`src/rtl/pong_pkg.sv`:
```
// Shared constants for the ping-pong design: match states, serve directions
// and default match timing.
package pong_pkg;

    localparam logic [1:0] ST_IDLE  = 2'd0;
    localparam logic [1:0] ST_SERVE = 2'd1;
    localparam logic [1:0] ST_PLAY  = 2'd2;
    localparam logic [1:0] ST_OVER  = 2'd3;

    // Serve direction and winner share this encoding: 0 = player 1, 1 = player 2.
    localparam logic DIR_P1 = 1'b0;
    localparam logic DIR_P2 = 1'b1;

    localparam int unsigned DEF_WIN_SCORE      = 9;
    localparam int unsigned DEF_SERVE_DELAY_MS = 1000;
    localparam int unsigned DEF_CNT_W          = 16;

endpackage

```
`src/rtl/match_sequencer_btn_edge.sv`:
```
// Push-button conditioner: 2-flop synchronizer followed by a rising-edge
// detector producing a single-cycle pulse per press.
module btn_edge (
    input  logic clk,
    input  logic reset,
    input  logic i_btn,
    output logic o_rise
);

    logic r_sync1;
    logic r_sync2;
    logic r_prev;

    // Reset treats the button as already pressed, so a button held through
    // reset gives no pulse until it is released and pressed again.
    always_ff @(posedge clk) begin
        if (reset) begin
            r_sync1 <= 1'b1;
            r_sync2 <= 1'b1;
            r_prev  <= 1'b1;
        end else begin
            r_sync1 <= i_btn;
            r_sync2 <= r_sync1;
            r_prev  <= r_sync2;
        end
    end

    assign o_rise = r_sync2 & ~r_prev;

endmodule

```
`src/rtl/match_sequencer.sv`:
```
// Game-flow controller: sequences idle/serve/play/over, owns both scores and
// gates the ball datapath.
module match_sequencer
    import pong_pkg::*;
#(
    parameter int unsigned WIN_SCORE      = DEF_WIN_SCORE,
    parameter int unsigned SERVE_DELAY_MS = DEF_SERVE_DELAY_MS,
    parameter int unsigned CNT_W          = DEF_CNT_W
) (
    input  logic       clk,
    input  logic       reset,
    input  logic       tick_1ms,
    input  logic       start_btn,
    input  logic       miss_left,
    input  logic       miss_right,
    output logic [1:0] game_state,
    output logic [3:0] p1_score,
    output logic [3:0] p2_score,
    output logic       ball_reset,
    output logic       ball_enable,
    output logic       serve_dir,
    output logic       point_pulse,
    output logic       winner
);

    localparam logic [CNT_W-1:0] CNT_LAST = CNT_W'(SERVE_DELAY_MS - 1);
    localparam logic [3:0]       WIN_VAL  = 4'(WIN_SCORE);

    logic             w_start_rise;

    logic [1:0]       r_state;
    logic [CNT_W-1:0] r_cnt;
    logic [3:0]       r_p1;
    logic [3:0]       r_p2;
    logic             r_dir;
    logic             r_win;
    logic             r_point;
    logic             r_ball_reset;
    logic             r_ball_enable;

    logic [1:0]       w_state_nxt;
    logic [CNT_W-1:0] w_cnt_nxt;
    logic [3:0]       w_p1_nxt;
    logic [3:0]       w_p2_nxt;
    logic             w_dir_nxt;
    logic             w_win_nxt;
    logic             w_point_nxt;
    logic [3:0]       w_p1_inc;
    logic [3:0]       w_p2_inc;

    btn_edge u_start_edge (
        .clk    (clk),
        .reset  (reset),
        .i_btn  (start_btn),
        .o_rise (w_start_rise)
    );

    assign w_p1_inc = r_p1 + 4'd1;
    assign w_p2_inc = r_p2 + 4'd1;

    always_comb begin
        w_state_nxt = r_state;
        w_cnt_nxt   = r_cnt;
        w_p1_nxt    = r_p1;
        w_p2_nxt    = r_p2;
        w_dir_nxt   = r_dir;
        w_win_nxt   = r_win;
        w_point_nxt = 1'b0;

        case (r_state)
            ST_IDLE: begin
                if (w_start_rise) begin
                    w_p1_nxt    = '0;
                    w_p2_nxt    = '0;
                    w_cnt_nxt   = '0;
                    w_dir_nxt   = DIR_P2;
                    w_state_nxt = ST_SERVE;
                end
            end

            ST_SERVE: begin
                if (tick_1ms) begin
                    if (r_cnt == CNT_LAST) begin
                        w_cnt_nxt   = '0;
                        w_state_nxt = ST_PLAY;
                    end else begin
                        w_cnt_nxt = r_cnt + 1'b1;
                    end
                end
            end

            ST_PLAY: begin
                // A double miss is a let: re-serve with scores and direction kept.
                case ({miss_left, miss_right})
                    2'b10: begin
                        w_p2_nxt    = w_p2_inc;
                        w_dir_nxt   = DIR_P1;
                        w_point_nxt = 1'b1;
                        w_cnt_nxt   = '0;
                        if (w_p2_inc == WIN_VAL) begin
                            w_win_nxt   = DIR_P2;
                            w_state_nxt = ST_OVER;
                        end else begin
                            w_state_nxt = ST_SERVE;
                        end
                    end
                    2'b01: begin
                        w_p1_nxt    = w_p1_inc;
                        w_dir_nxt   = DIR_P2;
                        w_point_nxt = 1'b1;
                        w_cnt_nxt   = '0;
                        if (w_p1_inc == WIN_VAL) begin
                            w_win_nxt   = DIR_P1;
                            w_state_nxt = ST_OVER;
                        end else begin
                            w_state_nxt = ST_SERVE;
                        end
                    end
                    2'b11: begin
                        w_cnt_nxt   = '0;
                        w_state_nxt = ST_SERVE;
                    end
                    default: ;
                endcase
            end

            ST_OVER: begin
                if (w_start_rise) begin
                    w_p1_nxt    = '0;
                    w_p2_nxt    = '0;
                    w_cnt_nxt   = '0;
                    w_dir_nxt   = ~r_win;
                    w_state_nxt = ST_SERVE;
                end
            end

            default: w_state_nxt = ST_IDLE;
        endcase
    end

    // Ball gating is registered from the next state so it changes on the same
    // edge as game_state.
    always_ff @(posedge clk) begin
        if (reset) begin
            r_state       <= ST_IDLE;
            r_cnt         <= '0;
            r_p1          <= '0;
            r_p2          <= '0;
            r_dir         <= DIR_P2;
            r_win         <= DIR_P1;
            r_point       <= 1'b0;
            r_ball_reset  <= 1'b1;
            r_ball_enable <= 1'b0;
        end else begin
            r_state       <= w_state_nxt;
            r_cnt         <= w_cnt_nxt;
            r_p1          <= w_p1_nxt;
            r_p2          <= w_p2_nxt;
            r_dir         <= w_dir_nxt;
            r_win         <= w_win_nxt;
            r_point       <= w_point_nxt;
            r_ball_reset  <= (w_state_nxt != ST_PLAY);
            r_ball_enable <= (w_state_nxt == ST_PLAY);
        end
    end

    assign game_state  = r_state;
    assign p1_score    = r_p1;
    assign p2_score    = r_p2;
    assign ball_reset  = r_ball_reset;
    assign ball_enable = r_ball_enable;
    assign serve_dir   = r_dir;
    assign point_pulse = r_point;
    assign winner      = r_win;

endmodule

```
`config.mk`:
```
export PLATFORM = sky130hd
export DESIGN_NAME = match_sequencer
export DESIGN_NICKNAME = d
export VERILOG_FILES = /design/src/rtl/pong_pkg.sv /design/src/rtl/match_sequencer_btn_edge.sv /design/src/rtl/match_sequencer.sv
export SDC_FILE = /design/constraint.sdc
export NUM_CORES = 1
export LEC_CHECK = 0
export ABC_CLOCK_PERIOD_IN_PS = 2500
export BUFFER_PORTS_ARGS = -buffer_cell sky130_fd_sc_hd__clkbuf_2
export CELL_PAD_IN_SITES_DETAIL_PLACEMENT = 1
export CELL_PAD_IN_SITES_GLOBAL_PLACEMENT = 2
export CORE_UTILIZATION = 31
export DETAILED_ROUTE_END_ITERATION = 6
export GPL_TIMING_DRIVEN = 0
export MAX_ROUTING_LAYER = met4
export PLACE_DENSITY_LB_ADDON = 0.1
export REMOVE_ABC_BUFFERS = 1
export SETUP_SLACK_MARGIN = 0.4
export SYNTH_ARGS = -nofsm -noshare
export SYNTH_HDL_FRONTEND = slang
export SYNTH_SLANG_ARGS = --single-unit
```
`constraint.sdc`:
```
create_clock -name clk -period 2.5 [get_ports clk]
set_clock_uncertainty 0.15 [all_clocks]
set_input_delay 0.125 -clock clk [delete_from_list [all_inputs] [get_ports clk]]
set_output_delay 0.125 -clock clk [all_outputs]
set_load 0.01 [all_outputs]
```
**Yosys cells after proc, flatten, opt, wreduce, memory -nomap -nowiden**

Cells that the tools add are included.
Widths: inputs -> output; s select.

- Mux-type cells: 25
- Reduce and logical (&&, ||, !) cells: 13
- Equal/unequal tests: 21
- Bitwise operators: 4
- $add $sub $neg: 3

Operator list:

| operator | number |
|---|---|
| $mux 16 | 4 |
| $pmux 16 s3 | 1 |
| $add 16x1->16 const B | 1 |
| $eq 16x10->1 const B | 1 |
| $pmux 4 s2 | 2 |
| $mux 4 | 3 |
| $ne 2x2->1 const B | 6 |
| $pmux 2 s3 | 2 |
| $eq 2x2->1 const B | 5 |
| $mux 2 | 5 |
| $reduce_and 3->1 | 3 |
| $add 4x1->4 const B | 2 |
| $eq 4x4->1 const B | 2 |
| $ne 2x1->1 const B | 4 |
| $reduce_and 4->1 | 2 |
| $reduce_or 2->1 | 3 |
| $mux 1 | 5 |
| $eq 2x1->1 const B | 2 |
| $pmux 1 s2 | 2 |
| $reduce_bool 2->1 | 2 |
| $ne 3x2->1 const B | 1 |
| $not 1->1 | 3 |
| $pmux 1 s3 | 1 |
| $reduce_bool 3->1 | 1 |
| other kinds (3) | 3 |

- Bits in registers: 34
- Output and inout port bits: 15
- Input port bits: 6
- Logic and storage cells: 78

**Longest topological paths before layout**

- Depth after elaboration: 6
- Gate-level depth with buffers: 9
- Mapped depth without buffers: 7

**Hierarchy**

From an unflattened synthesis, not the netlist that was laid out.

- Cell total of the unflattened synthesis: 234
- Area, all modules: 1,964.4 µm²

Modules (own cells, without submodules):

| module | times used | area an instance (µm²) | sequential area each (µm²) | cells each |
|---|---|---|---|---|
| match_sequencer | 1 | 1,879.3 | 620.6 | 227 |
| btn_edge | 1 | 85.1 | 60.1 | 7 |

**Worst setup path after synthesis**

No wires, ideal clock.

- Path kind: register -> register
- From: register r_state[0] (netlist: game_state[0])
- To: register r_cnt[12]
- Buffers on the path: 1
- Library setup time: 0.074 ns
- Period minus slack after synthesis: 2.504 ns
- Required time: 2.276 ns
- Cell stages (with the launch flop): 9
- Slack: -0.004 ns
- Data arrival time: 2.280 ns
- Cell sequence: dfxtp_1 > inv_1 > ha_1 > clkbuf_1 > nand2_1 > o221ai_2 > or4_4 > or4_1 > a31oi_1

- Cells in the longest elaborated chain, start to end: 4
- Elaborated cells between the ends (all ways): 10
- Classes of those cells: eq/ne (6); mux (1); reduce/logical (3)

Ends and longest elaborated chain:

| item | line | RTL |
|---|---|---|
| start, declared | match_sequencer.sv:31 | `logic [1:0] r_state;` |
| start signal, assigned | match_sequencer.sv:155 | `r_state <= w_state_nxt;` |
| $eq 2x2->1 / $logic_not 2->1 (equally long branches) | match_sequencer.sv:70 | `case (r_state)` |
| $reduce_or 2->1 (no line) | - |  |
| $ne 2x1->1 (no line) | - |  |
| $reduce_and 3->1 (no line) | - |  |
| end signal, assigned | match_sequencer.sv:156 | `r_cnt <= w_cnt_nxt;` |
| end, declared | match_sequencer.sv:32 | `logic [CNT_W-1:0] r_cnt;` |

Several ways; a longest one is shown, not always the timed one.
A chain may end at the register's enable or synchronous reset.

**Worst setup path after layout**

- From: register r_cnt[13]
- To: register r_cnt[13]

- Cells in the longest elaborated chain, start to end: 4
- Elaborated cells between the ends (all ways): 5
- Classes of those cells: add/sub (1); eq/ne (1); mux (3)

Ends and longest elaborated chain:

| item | line | RTL |
|---|---|---|
| $add 16x1->16 / $eq 16x10->1 (equally long branches) | match_sequencer.sv:87, match_sequencer.sv:83 |  |
| $mux 16 * | match_sequencer.sv:83 | `if (r_cnt == CNT_LAST) begin` |
| $mux 16 * | match_sequencer.sv:82 | `if (tick_1ms) begin` |
| $pmux 16 s3 * | match_sequencer.sv:70 |  |

Mark *: on every way between the ends. The rest lies on a longest branch, timed or not. The select of a mux whose other input is x is not followed.

==> metrics.csv <==
stage;metric;value;unit
yosys;ys_async_sr_fraction;0;
critical_path;endpoint_kind;flip-flop;
power;powerDensity;480;mW/mm²
floorplanning;initial_core_util;0.321;
timing;period_share;0.902;
cts;cts_buffer_depth;2;
hold_path;min_delay_path_depth;2;
timing;hold_violations;0;
power;leakage;0.878;nW
drt;drtAntennaViolNets;0;
global_route;grt-ovfl-total;0;
layout;area_delta_synth_final;22.0;%
yosys;netlist_instances;230;
cts;clk_pin_slew;0.07;ns
drt;drt_pre_antenna_iters;4;
cts;worst_skew_pair.late_latency;0.28;ns
critical_path;required;2.50;ns
drt;drtIter0Drc;55;
critical_path;r2r_start;r_cnt[13];
critical_path;cp.depth;6;
critical_path;crit_arrival;2.26;ns
job;cap_violations;0;
power;vdd_ir_drop_max;0.214;mV
floorplanning;die_width;80.4;µm
global_route;antenna_found_initial;0;
hold_path;worstHoldStart;reset;
yosys;ys_ff_latch;34;
drt;drc_errors;0;
yosys;synthFlopType;dfxtp_1;
cts;cts_tree;built;
timing;maxSlewViolCount;0;
cts;cts.sinks;34;
yosys;synthDistinctLibCells;42;
run_status;status;finished, final reports clean;
global_route;grt_pass1_wl;8140;µm
timing;setup_tns;0;ns
floorplanning;io_pins;21;
cts;h-tree-depth;2;
yosys;synth_area;0.00190;mm²
timing;maxSlewHeadroom;0.647;
timing;min_period;2.25;ns
yosys;ys_warn_count;0;
global_route;grt_usage;0.169;
floorplanning;die_h;80.4;µm
critical_path;r2r-end;r_cnt[13];
cts;cts_root_buffer;clkbuf_8;
global_route;first_global_vias;1705;
drt;route.detailed.wl_per_inst;14.2;µm
hold_path;hold_path_class;in2reg;
critical_path;cp_top_family;simple AND/OR/NAND/NOR gates;
timing;timing.fmax;444;MHz
critical_path;critPathMaxStageDelay;0.54;ns
critical_path;worstSetupPathType;reg2reg;
yosys;synth_seq_area_share;0.358;
yosys;synth_edf_count;0;
critical_path;startpoint_type;flip-flop;
global_route;grt_max_degree;18;
place;portBuffers;20;
cts;cts-buffers-inserted;5;
layout;nNetsFinal;277;
critical_path;reg2reg_depth;6;
drt;drt-total-wl;4740;µm
critical_path;ff2ff_setup_slack;0.25;ns
timing;setup_viol;0;
hold_path;holdPathEnd;p2_score[1];
layout;drive_gt1_frac;0.236;
layout;diodes;0;
critical_path;cp_max_fo;15;
critical_path;path_cells;or4_1 -> or4_4 -> o21ai_1 -> a21boi_4 -> buf_12 -> a311oi_1;
power;total_power;1.11;mW
timing;rsz0062_at_grt;true;
timing;worst_pin_slew;0.529;ns
timing;hold-worst-slack;0.120;ns
floorplanning;core;0.00592;mm²
place;gp_congestion;0.749;
drt;vias;1684;
place;dp_hpwl;3350;µm
critical_path;crit_buf_inv;1;
floorplanning;die-area;0.00646;mm²
yosys;avgSynthCellArea;8.27;µm²
critical_path;crit_path_top_delay_cell;or4_4;
floorplanning;fp-row-count;28;
drt;viasPerCell;5.04;
[routing by layer]
layer	GRT usage	wire, µm	up-vias
met1	0.199	2350	793
li1	-	-	863
met4	0.0589	59	0
met2	0.283	2200	21
met3	0.0352	122	7
met5	-	0	-
[cell usage after synthesis (2+ instances only)]
cell	instances	share of area
a21boi_0	2	0.0079
a21o_1	2	0.0079
a21oi_1	9	0.024
a311oi_1	2	0.0092
a31oi_1	5	0.016
and3_1	4	0.013
clkbuf_1	7	0.014
dfxtp_1	34	0.36
ha_1	13	0.085
inv_1	19	0.037
mux2i_1	3	0.016
nand2_1	12	0.024
nand2b_1	4	0.013
nand3_1	11	0.029
nand3b_1	5	0.020
nand4_1	3	0.0099
nor2_1	27	0.053
nor3_1	8	0.021
nor4_1	5	0.016
o21ai_0	13	0.034
or2_2	5	0.016
or3_1	3	0.0099
or4_1	3	0.012
or4_4	2	0.012
xnor2_1	12	0.055
[layout by cell type, fill, tap and decap left out, types with 5 or more instances in the layout]
master    synthesis  layout
dfxtp_1          34      29
nor2_1           27      27
clkbuf_2          0      20
inv_1            19      17
o21ai_0          13      12
xnor2_1          12      12
nand2_1          12      11
nand3_1          11      11
a21oi_1           9       9
ha_1             13       9
clkbuf_8          0       8
buf_4             0       7
nor3_1            8       6
or2_2             5       5
nor4_1            5       5
nand3b_1          5       5
a31oi_1           5       5
[area by class of cell]
cell class / count / area, µm²
clock buffers: 8 / 110
fillers: 721 / 3600
inverters: 19 / 76.3
multi-input cells: 169 / 1170
flip-flops and latches: 34 / 692
well taps: 75 / 93.8
repair buffers: 29 / 183
[metrics by stage]
stage	instances	cell area, µm²	worst slack [ns]	util
floorplan	222	1870	-0.119	-
global placement	317	2060	-0.374	0.348
detailed placement	317	2060	-0.452	0.348
CTS	330	2270	0.230	0.384
global route	334	2320	0.142	0.392
finish	334	2320	0.246	0.392
[power breakdown]
part | total [mW] | switching, mW | internal (mW)
Combinational | 0.0838 | 0.0503 | 0.0335
Clock | 0.482 | 0.203 | 0.278
Sequential | 0.549 | 0.00441 | 0.544
Total | 1.11 | 0.258 | 0.856
[registers in the layout, summed over array words and instances (netlist names)]
register	cells
r_cnt	16
p1_score	4
p2_score	4
game_state	2
ball_enable	1
ball_reset	1
point_pulse	1
serve_dir	1
u_start_edge.r_prev	1
u_start_edge.r_sync1	1
u_start_edge.r_sync2	1
winner	1
[timing repair]
item,CTS,global route
pin swaps,3,6
setup endpoints to repair,24,22
hold buffers,1,0
endpoints found under the hold margin,1,0
gates resized for setup,12,10
buffers inserted,4,4
[logic make-up after synthesis]
group | count (synthesis) | synth area share
xor gates and xnor gates | 13 | 0.0598
DFF | 34 | 0.358
and+or+nand+nor | 96 | 0.266
AOI/OAI and AO/OA | 44 | 0.158
adders and majority gates | 13 | 0.0855
buffers and inverters | 27 | 0.0572
muxes | 3 | 0.0158
[worst max path at each step]
stage                       start        end  slack, ns
finish                  r_cnt[13]  r_cnt[13]       0.25
global route            r_cnt[13]  r_cnt[13]       0.14
CTS                     r_cnt[14]  r_cnt[13]       0.23
detailed placement  game_state[0]  r_cnt[14]      -0.45
global placement    game_state[0]  r_cnt[12]      -0.37
floorplan           game_state[0]  r_cnt[12]      -0.12
(Power assumes the default switching activity.)
